### src/rtl/axil_led_regs.sv
// axil_led_regs
// AXI4-Lite register block for the PS GP0 LED window. Software writes
// LED_DATA to drive led_o, and can exercise the bus through a scratch
// register, a free-running cycle counter and a constant ID word.
//
// Register map (word offsets, addr[1:0] ignored):
//   0x0 LED_DATA  RW  only [LED_WIDTH-1:0] stored, upper bits read 0
//   0x4 SCRATCH   RW  32 bit
//   0x8 CYCLE_CNT RO  free-running, wraps
//   0xC ID        RO  ID_VALUE
//   >= 0x10       unmapped, SLVERR on read and write
//
// Ports:
//   ACLK, ARESETn        clock, async active-low reset
//   S_AXI_AW*/W*/B*      write address, data and response channels
//   S_AXI_AR*/R*         read address and data channels
//   led_o                LED drive, mirrors LED_DATA[LED_WIDTH-1:0]
module axil_led_regs #(
    parameter int          ADDR_WIDTH = 12,
    parameter int          LED_WIDTH  = 4,
    parameter logic [31:0] ID_VALUE   = 32'h4C45_4401
) (
    input  logic                  ACLK,
    input  logic                  ARESETn,
    input  logic [ADDR_WIDTH-1:0] S_AXI_AWADDR,
    input  logic [2:0]            S_AXI_AWPROT,
    input  logic                  S_AXI_AWVALID,
    output logic                  S_AXI_AWREADY,
    input  logic [31:0]           S_AXI_WDATA,
    input  logic [3:0]            S_AXI_WSTRB,
    input  logic                  S_AXI_WVALID,
    output logic                  S_AXI_WREADY,
    output logic [1:0]            S_AXI_BRESP,
    output logic                  S_AXI_BVALID,
    input  logic                  S_AXI_BREADY,
    input  logic [ADDR_WIDTH-1:0] S_AXI_ARADDR,
    input  logic [2:0]            S_AXI_ARPROT,
    input  logic                  S_AXI_ARVALID,
    output logic                  S_AXI_ARREADY,
    output logic [31:0]           S_AXI_RDATA,
    output logic [1:0]            S_AXI_RRESP,
    output logic                  S_AXI_RVALID,
    input  logic                  S_AXI_RREADY,
    output logic [LED_WIDTH-1:0]  led_o
);

    localparam int WAW = ADDR_WIDTH - 2;
    localparam logic [1:0] RESP_OKAY   = 2'b00;
    localparam logic [1:0] RESP_SLVERR = 2'b10;

    typedef enum logic [1:0] {W_IDLE, W_HAVE_AW, W_HAVE_W, W_RESP} w_state_t;
    typedef enum logic {R_IDLE, R_RESP} r_state_t;

    w_state_t              w_state;
    r_state_t              r_state;
    logic                  aw_ready_q, w_ready_q, ar_ready_q;
    logic                  b_valid_q, r_valid_q;
    logic [1:0]            b_resp_q, r_resp_q;
    logic [31:0]           r_data_q;
    logic [WAW-1:0]        aw_word_q;
    logic [31:0]           w_data_q;
    logic [3:0]            w_strb_q;
    logic [LED_WIDTH-1:0]  led_q;
    logic [31:0]           scratch_q;
    logic [31:0]           cycle_cnt_q;

    logic                  aw_hs, w_hs, ar_hs;
    logic                  commit, commit_rw;
    logic [WAW-1:0]        commit_word;
    logic [31:0]           commit_data, commit_mask;
    logic [3:0]            commit_strb;
    logic [WAW-1:0]        ar_word;
    logic [31:0]           led_word, rd_data;
    logic                  rd_ok;
    logic                  unused_inputs;

    assign unused_inputs = ^{S_AXI_AWPROT, S_AXI_ARPROT, S_AXI_AWADDR[1:0], S_AXI_ARADDR[1:0]};

    assign S_AXI_AWREADY = aw_ready_q;
    assign S_AXI_WREADY  = w_ready_q;
    assign S_AXI_BVALID  = b_valid_q;
    assign S_AXI_BRESP   = b_resp_q;
    assign S_AXI_ARREADY = ar_ready_q;
    assign S_AXI_RVALID  = r_valid_q;
    assign S_AXI_RRESP   = r_resp_q;
    assign S_AXI_RDATA   = r_data_q;
    assign led_o         = led_q;

    assign aw_hs   = S_AXI_AWVALID & aw_ready_q;
    assign w_hs    = S_AXI_WVALID  & w_ready_q;
    assign ar_hs   = S_AXI_ARVALID & ar_ready_q;
    assign ar_word = S_AXI_ARADDR[ADDR_WIDTH-1:2];

    // The commit happens on whichever edge completes the AW/W pair. The
    // half already held in a register is used, the other half comes
    // straight from the bus, so a write commits on the same edge its last
    // beat is accepted.
    always_comb begin
        commit      = 1'b0;
        commit_word = S_AXI_AWADDR[ADDR_WIDTH-1:2];
        commit_data = S_AXI_WDATA;
        commit_strb = S_AXI_WSTRB;
        case (w_state)
            W_IDLE:    commit = aw_hs & w_hs;
            W_HAVE_AW: begin
                commit      = w_hs;
                commit_word = aw_word_q;
            end
            W_HAVE_W:  begin
                commit      = aw_hs;
                commit_data = w_data_q;
                commit_strb = w_strb_q;
            end
            default:   commit = 1'b0;
        endcase
        // Only word offsets 0 and 1 are writable.
        commit_rw   = (commit_word[WAW-1:1] == '0);
        commit_mask = {{8{commit_strb[3]}}, {8{commit_strb[2]}},
                       {8{commit_strb[1]}}, {8{commit_strb[0]}}};
    end

    // Write channel FSM. Readiness is registered so that all three ready
    // signals sit low in reset and rise on the first edge after release;
    // an idle FSM with its readies low is exactly that post-reset case.
    always_ff @(posedge ACLK or negedge ARESETn) begin
        if (!ARESETn) begin
            w_state    <= W_IDLE;
            aw_ready_q <= 1'b0;
            w_ready_q  <= 1'b0;
            b_valid_q  <= 1'b0;
            b_resp_q   <= RESP_OKAY;
            aw_word_q  <= '0;
            w_data_q   <= '0;
            w_strb_q   <= '0;
        end else begin
            case (w_state)
                W_IDLE: begin
                    if (commit) begin
                        w_state    <= W_RESP;
                        aw_ready_q <= 1'b0;
                        w_ready_q  <= 1'b0;
                        b_valid_q  <= 1'b1;
                        b_resp_q   <= commit_rw ? RESP_OKAY : RESP_SLVERR;
                    end else if (aw_hs) begin
                        w_state    <= W_HAVE_AW;
                        aw_ready_q <= 1'b0;
                        aw_word_q  <= S_AXI_AWADDR[ADDR_WIDTH-1:2];
                    end else if (w_hs) begin
                        w_state   <= W_HAVE_W;
                        w_ready_q <= 1'b0;
                        w_data_q  <= S_AXI_WDATA;
                        w_strb_q  <= S_AXI_WSTRB;
                    end else begin
                        aw_ready_q <= 1'b1;
                        w_ready_q  <= 1'b1;
                    end
                end
                W_HAVE_AW, W_HAVE_W: begin
                    if (commit) begin
                        w_state    <= W_RESP;
                        aw_ready_q <= 1'b0;
                        w_ready_q  <= 1'b0;
                        b_valid_q  <= 1'b1;
                        b_resp_q   <= commit_rw ? RESP_OKAY : RESP_SLVERR;
                    end
                end
                default: begin
                    if (S_AXI_BREADY) begin
                        w_state    <= W_IDLE;
                        aw_ready_q <= 1'b1;
                        w_ready_q  <= 1'b1;
                        b_valid_q  <= 1'b0;
                    end
                end
            endcase
        end
    end

    // Writable registers. Byte strobes are expanded to a bit mask so the
    // LED register simply takes the low LED_WIDTH bits of the merge.
    always_ff @(posedge ACLK or negedge ARESETn) begin
        if (!ARESETn) begin
            led_q     <= '0;
            scratch_q <= '0;
        end else if (commit && commit_rw) begin
            if (commit_word[0] == 1'b0)
                led_q <= (led_q & ~commit_mask[LED_WIDTH-1:0]) |
                         (commit_data[LED_WIDTH-1:0] & commit_mask[LED_WIDTH-1:0]);
            else
                scratch_q <= (scratch_q & ~commit_mask) | (commit_data & commit_mask);
        end
    end

    // Free-running cycle counter, wraps naturally at 32 bits.
    always_ff @(posedge ACLK or negedge ARESETn) begin
        if (!ARESETn)
            cycle_cnt_q <= '0;
        else
            cycle_cnt_q <= cycle_cnt_q + 32'd1;
    end

    // Read mux works on the current register values, so a read on the same
    // edge as a write commit sees the pre-write contents.
    always_comb begin
        led_word                  = '0;
        led_word[LED_WIDTH-1:0]   = led_q;
        rd_data                   = '0;
        rd_ok                     = 1'b0;
        if (ar_word[WAW-1:2] == '0) begin
            rd_ok = 1'b1;
            case (ar_word[1:0])
                2'd0:    rd_data = led_word;
                2'd1:    rd_data = scratch_q;
                2'd2:    rd_data = cycle_cnt_q;
                default: rd_data = ID_VALUE;
            endcase
        end
    end

    // Read channel FSM: accept one AR, hold the registered response until
    // the master takes it, then reopen ARREADY.
    always_ff @(posedge ACLK or negedge ARESETn) begin
        if (!ARESETn) begin
            r_state    <= R_IDLE;
            ar_ready_q <= 1'b0;
            r_valid_q  <= 1'b0;
            r_resp_q   <= RESP_OKAY;
            r_data_q   <= '0;
        end else begin
            case (r_state)
                R_IDLE: begin
                    if (ar_hs) begin
                        r_state    <= R_RESP;
                        ar_ready_q <= 1'b0;
                        r_valid_q  <= 1'b1;
                        r_data_q   <= rd_data;
                        r_resp_q   <= rd_ok ? RESP_OKAY : RESP_SLVERR;
                    end else begin
                        ar_ready_q <= 1'b1;
                    end
                end
                default: begin
                    if (S_AXI_RREADY) begin
                        r_state    <= R_IDLE;
                        ar_ready_q <= 1'b1;
                        r_valid_q  <= 1'b0;
                    end
                end
            endcase
        end
    end

endmodule

### config.mk
export PLATFORM = sky130hd
export DESIGN_NAME = axil_led_regs
export DESIGN_NICKNAME = d
export VERILOG_FILES = /design/src/rtl/axil_led_regs.sv
export SDC_FILE = /design/constraint.sdc
export NUM_CORES = 1
export LEC_CHECK = 0
export ABC_CLOCK_PERIOD_IN_PS = 2800
export CORE_ASPECT_RATIO = 1.5
export CORE_MARGIN = 4
export CORE_UTILIZATION = 45
export CTS_CLUSTER_SIZE = 30
export DETAILED_ROUTE_END_ITERATION = 10
export GPL_ROUTABILITY_DRIVEN = 0
export PLACE_DENSITY = 0.79
export SLEW_MARGIN = 20
export SYNTH_ARGS = -nofsm -noshare
export SYNTH_HDL_FRONTEND = slang
export SYNTH_SLANG_ARGS = --single-unit
export TNS_END_PERCENT = 20
### constraint.sdc
create_clock -name ACLK -period 2.8 [get_ports ACLK]
set_clock_uncertainty 0.05 [all_clocks]
set_input_delay 0.56 -clock ACLK [delete_from_list [all_inputs] [get_ports ACLK]]
set_output_delay 0.56 -clock ACLK [all_outputs]
set_load 0.05 [all_outputs]
==> flow_metrics.tcl, run 1 <==
set metrics [dict create \
    syn_inst 571 \
    r2r_start "w_state[1]" \
    clkTransAtPathRegs_ps 60 \
    final.setup.tns_ps 0 \
    cts_buffers 17 \
    core_um2 15300 \
    grt_pass1_vias 5617 \
    routedWlPerCell_um 18.8 \
    firstDrtPassIters 4 \
    rows 55 \
    crit_required_ps 3050 \
    synth-main-ff-cell "dfrtp_1" \
    hold_slack_ps 82.5 \
    hold_path_class "in2async" \
    via_per_inst 5.58 \
    syn_area_per_cell_um2 12.4 \
    drive_gt1_frac 0.277 \
    synth_compound_area_frac 0.0945 \
    cts_resized 0 \
    crit_path_end_kind "flop" \
    synth-simple-area-share 0.0923 \
    muxShareOfSynthArea 0.198 \
    max_slew_margin 0.506 \
    cts_setup_buffers 0 \
    synthToLayoutAreaGrowth_pct 30.1 \
    ys_types 45 \
    cp.arrival_ps 2760 \
    swShare 0.292 \
    tightest_slew_ps 741 \
    grt_setup_unrepaired "no" \
    dieArea_um2 17900 \
    cts_root_buf "clkbuf_16" \
    grt_pass1_wl_um 28400 \
    synthAdderAreaFrac 0.00883 \
    diodes 0 \
    wirelength_um 17100 \
    cts_tree "yes" \
    antenna_found_initial 0 \
    ant_nets 0 \
    status "completed" \
    dr.first_iter.drc_count 364 \
    die_h_um 162 \
    cp_max_fo 8 \
    postCtsHoldBufs 0 \
    intPower_uw 5290 \
    crit_slowest_cell "dfrtp_1" \
    vdd_ir_drop_max_mv 0.540 \
    max-cap-violations 0 \
    yosys_register_bits 156 \
    synth_area_um2 7090 \
    clock_sinks 156 \
    htree_levels 4 \
    num_vias 5087 \
    start_util 0.464 \
    rrSetupSlack_ps 290 \
    clock_latency_ps 420 \
    max_clock_freq_mhz 399 \
    slew_viol_final 0 \
    pre_cts_ws_ps 68.2 \
    ys_seq_area_frac 0.551 \
    p_comb_frac 0.275 \
    clockPowerShare 0.332 \
    hold_viol_final 0 \
    utilization 0.604 \
    cp-start-kind "flop" \
    synth_edf_count 0 \
    grt_overflow 0 \
    synth_top_family_by_area "multiplexers" \
    slowest_delay_ps 410 \
    setup_violations 0 \
    drc 0 \
    grtUsageTotal 0.197 \
    synthXorXnorAreaFrac 0.0371 \
    period_share 0.895 \
    placed_cell_area_um2 8580 \
    reg2reg_depth 7 \
    crit_type "reg2reg" \
    grt_max_degree 67 \
    worst-path-buf-inv 2 \
    async_flop_share 1.00 \
    cts.path.max_buffers 2 \
    critPathTopFamily "simple AND/OR/NAND/NOR gates" \
    power_density_nw_per_um2 810 \
    period_minus_slack_ps 2510 \
    dp_hpwl_um 12400 \
    final_cell_area_um2 9220 \
    nNetsFinal 777 \
    nFillCells 1180 \
    die_w_um 110 \
    layout_setup_ws_ps 294 \
    path_cells "inv_1 > ha_1 > nor4b_1 > nand3_2 > a221oi_4 > buf_12 > mux2_2" \
    seq_power_share 0.393 \
    ys_warn_count 0 \
    switchingPower_uw 2180 \
    place.port_buffers 105 \
    total_leakage_power_uw 0.00404 \
    ioPinCount 118 \
]
[power by group through the flow]
stage / Clock (uW) / Sequential (uW) / Combinational, uW
global placement: 0 / 2910 / 1970
detailed placement: 0 / 2970 / 2070
floorplan: 0 / 3040 / 1330
global route: 2620 / 2980 / 2230
CTS: 2510 / 2930 / 2080
finish: 2480 / 2940 / 2060
[metrics by stage]
step	instances	power, uW
after global placement	879	4880
after detailed placement	879	5040
after floorplan	572	4370
after CTS	911	7530
final	911	7470
after global routing	911	7820
[synthesized netlist by cell type (2+ instances only)]
| master | count | area share |
|---|---|---|
| mux2i_1 | 3 | 0.0042 |
| nand4b_1 | 2 | 0.0025 |
| a21oi_1 | 15 | 0.011 |
| a21bo_2 | 3 | 0.0042 |
| o31ai_1 | 8 | 0.0085 |
| mux2_2 | 122 | 0.19 |
| a22oi_1 | 20 | 0.021 |
| ha_1 | 5 | 0.0088 |
| a221oi_4 | 4 | 0.015 |
| a31oi_1 | 2 | 0.0018 |
| o22ai_1 | 2 | 0.0018 |
| buf_1 | 4 | 0.0021 |
| nor2b_1 | 2 | 0.0018 |
| nor4_1 | 8 | 0.0071 |
| nand4_1 | 10 | 0.0088 |
| nand3_2 | 3 | 0.0042 |
| inv_1 | 5 | 0.0026 |
| nor2_1 | 19 | 0.010 |
| o21ai_0 | 27 | 0.019 |
| dfrtp_1 | 156 | 0.55 |
| and3_1 | 9 | 0.0079 |
| nor3_1 | 3 | 0.0021 |
| buf_2 | 2 | 0.0014 |
| xnor2_1 | 25 | 0.031 |
| buf_4 | 2 | 0.0021 |
| nand2_1 | 51 | 0.027 |
| xor2_1 | 5 | 0.0062 |
| and4_1 | 2 | 0.0025 |
| nand3_1 | 18 | 0.013 |
| clkbuf_1 | 18 | 0.0095 |
| o2111ai_1 | 2 | 0.0025 |
[area by class of cell]
cell class	instances	area, um2	area share
flip-flops and latches	156	3900	0.423
multi-input cells	385	3080	0.334
inverters	5	18.8	0.00204
clock inverters	12	183	0.0198
well taps	199	249	0.0270
repair buffers	134	1330	0.145
clock buffers	20	457	0.0495
[worst max-delay path by stage]
stage,startpoint,endpoint,cells past startpoint
after global placement,S_AXI_AWADDR[6],flop,7
after CTS,w_state[1],flop,7
after detailed placement,S_AXI_AWADDR[6],flop,7
after floorplan,w_state[1],flop,6
after global routing,w_state[1],flop,7
final,w_state[1],flop,7
[cells in the final DEF, fill, tap and decap left out, drive strengths merged, types with 9 or more instances in the layout]
cell,n
clkdlybuf4s50,104
nand4,10
clkbuf,20
o21ai,27
buf,30
dfrtp,156
a21oi,16
and3,9
xnor2,25
nor2,19
a22oi,20
mux2,122
nand3,21
nand2,51
[routing by layer]
metal | up-vias | global-route usage | part of all wire
met3 | 33 | 0.0458 | 0.044
met4 | 0 | 0.0644 | 0.021
met5 | - | 0 | 0
met1 | 2573 | 0.224 | 0.38
met2 | 159 | 0.364 | 0.56
li1 | 2322 | - | -
[kinds of logic (layout without fill, tap and decap cells)]
group | Yosys count | in the layout
compound gates | 91 | 91
simple gates | 132 | 132
buf+inv | 31 | 171
xor+xnor | 30 | 30
fa+ha+maj | 5 | 5
mux | 125 | 125
flops | 156 | 156
other cells | 1 | 2
No activity file was read; power rests on OpenSTA's default activity.
==> run 2: changes to the inputs <==
--- a/config.mk
+++ b/config.mk
@@ -5,14 +5,14 @@
 export SDC_FILE = /design/constraint.sdc
 export NUM_CORES = 1
 export LEC_CHECK = 0
-export ABC_CLOCK_PERIOD_IN_PS = 2800
+export ABC_CLOCK_PERIOD_IN_PS = 2950
 export CORE_ASPECT_RATIO = 1.5
 export CORE_MARGIN = 4
-export CORE_UTILIZATION = 45
+export CORE_UTILIZATION = 35
 export CTS_CLUSTER_SIZE = 30
 export DETAILED_ROUTE_END_ITERATION = 10
 export GPL_ROUTABILITY_DRIVEN = 0
-export PLACE_DENSITY = 0.79
+export PLACE_DENSITY = 0.66
 export SLEW_MARGIN = 20
 export SYNTH_ARGS = -nofsm -noshare
 export SYNTH_HDL_FRONTEND = slang
==> constraint.sdc (replaced) <==
create_clock -name ACLK -period 2.95 [get_ports ACLK]
set_clock_uncertainty 0.05 [all_clocks]
set_input_delay 0.59 -clock ACLK [delete_from_list [all_inputs] [get_ports ACLK]]
set_output_delay 0.59 -clock ACLK [all_outputs]
set_load 0.05 [all_outputs]
==> flow_metrics.tcl, run 2 (synthesized netlist as in run 1, its figures left out) <==
set metrics [dict create \
    cp.arrival_ps 2830 \
    grt_max_degree 63 \
    dp.cells 932 \
    via_per_inst 5.14 \
    clock_latency_ps 420 \
    layout_setup_ws_ps 375 \
    vdd_ir_drop_max_mv 0.397 \
    clock_sinks 156 \
    drc 0 \
    cts.path.max_buffers 2 \
    grt_overflow 0 \
    max_clock_freq_mhz 388 \
    die_h_um 182 \
    setup_violations 0 \
    path_cells "inv_1 > ha_1 > nor4b_1 > nand3_2 > a221oi_2 > mux2_2" \
    start_util 0.357 \
    busiest_layer "met2" \
    dieArea_um2 22600 \
    layout_common_cells "dfrtp_1 (156), mux2_2 (122), clkdlybuf4s50_1 (104)" \
    antenna_found_initial 0 \
    grtUsageMet3 0.0288 \
    grtUsageTotal 0.156 \
    period_share 0.873 \
    routedWlPerCell_um 17.6 \
    crit_slowest_cell "a221oi_2" \
    crit_required_ps 3200 \
    die_w_um 124 \
    num_vias 4956 \
    max_slew_margin 0.299 \
    status "completed" \
    drive_gt1_frac 0.271 \
    hold_path_class "in2async" \
    cp-start-kind "flop" \
    grt_pass1_wl_um 27900 \
    cts_resized 0 \
    core_um2 19900 \
    cts_setup_buffers 0 \
    dp_hpwl_um 12400 \
    diodes 0 \
    postCtsHoldBufs 0 \
    wirelength_um 17000 \
    nNetsFinal 769 \
    power_density_nw_per_um2 745 \
    rows 63 \
    htree_levels 4 \
    cp_max_fo 6 \
    max-cap-violations 0 \
    total_leakage_power_uw 0.00399 \
    grt_util_met1 0.182 \
    ant_nets 0 \
    synthToLayoutAreaGrowth_pct 29.7 \
    cts_buffers 17 \
    grt_setup_unrepaired "no" \
    place.port_buffers 105 \
    ioPinCount 118 \
    slew_viol_final 0 \
    final.setup.tns_ps 0 \
    hold_viol_final 0 \
    pre_cts_ws_ps 105 \
    clkTransAtPathRegs_ps 70 \
    tightest_slew_ps 1050 \
    crit_path_end_kind "flop" \
    cts_tree "yes" \
    period_minus_slack_ps 2580 \
    reg2reg_depth 6 \
    final_common_cell "dfrtp_1" \
    grt_util_met2 0.284 \
    cts_root_buf "clkbuf_16" \
    slowest_delay_ps 540 \
    crit_type "reg2reg" \
    firstDrtPassIters 4 \
    hold_slack_ps 93.4 \
    dr.first_iter.drc_count 288 \
    instances_no_fill 964 \
    grt_pass1_vias 5566 \
]
run 2: changes by cell type in the layout (fill, tap and decap cells not counted), sizes merged:
cell      change
buf           -8
clkbuf        -3
clkinvlp      -2
clkinv        +2
bufinv        -4
inv           +7
run 2: worst max-delay path, delay by kind of cell (launching register included):
| kind | cells | cell delay (ps) |
|---|---|---|
| buffers and inverters | 1 | 100 |
| flip-flops | 1 | 410 |
| AO/OA/AOI/OAI | 1 | 540 |
| AND/OR/NAND/NOR | 2 | 660 |
| multiplexers | 1 | 390 |
| adder cells (fa/ha/maj) | 1 | 300 |
run 2: final cells by class:
class                      instances  area, um2
fill                            1834      10700
multi-input combinational        385       3080
clock inverter                    15        165
timing repair buffer             126       1270
sequential                       156       3900
clock buffer                      17        425
tap                              260        325
inverter                           5       18.8
run 2: metal layers:
layer | wire (um) | vias up
met3 | 687 | 22
met2 | 9220 | 115
met5 | 0 | -
met1 | 6710 | 2510
met4 | 351 | 0
li1 | - | 2309
run 2: per-stage QoR:
stage / total power, uW / area [um2] / util
2_1_floorplan: 4150 / 7090 / -
3_3_place_gp: 4630 / 8600 / 0.433
3_5_place_dp: 4760 / 8600 / 0.433
4_1_cts: 6930 / 9190 / 0.463
5_1_grt: 7220 / 9190 / 0.463
6_report: 6850 / 9190 / 0.463
run 2: power by group:
part	total [uW]	internal, uW	switching, uW	leakage (uW)
logic	1920	992	930	0.00164
registers	2770	2550	227	0.00205
clock network	2150	1140	1010	0.000287
run 2: final timing paths:
path                            start  slack, ps              to
setup / recovery           w_state[1]        370            flop
hold / removal                ARESETn         90    w_data_q[23]
setup reg to reg           w_state[1]        370            flop
hold reg to reg               r_state        430   S_AXI_ARREADY
max in group asynchronous     ARESETn       2050  S_AXI_RDATA[7]
min in group ACLK             r_state        430   S_AXI_ARREADY
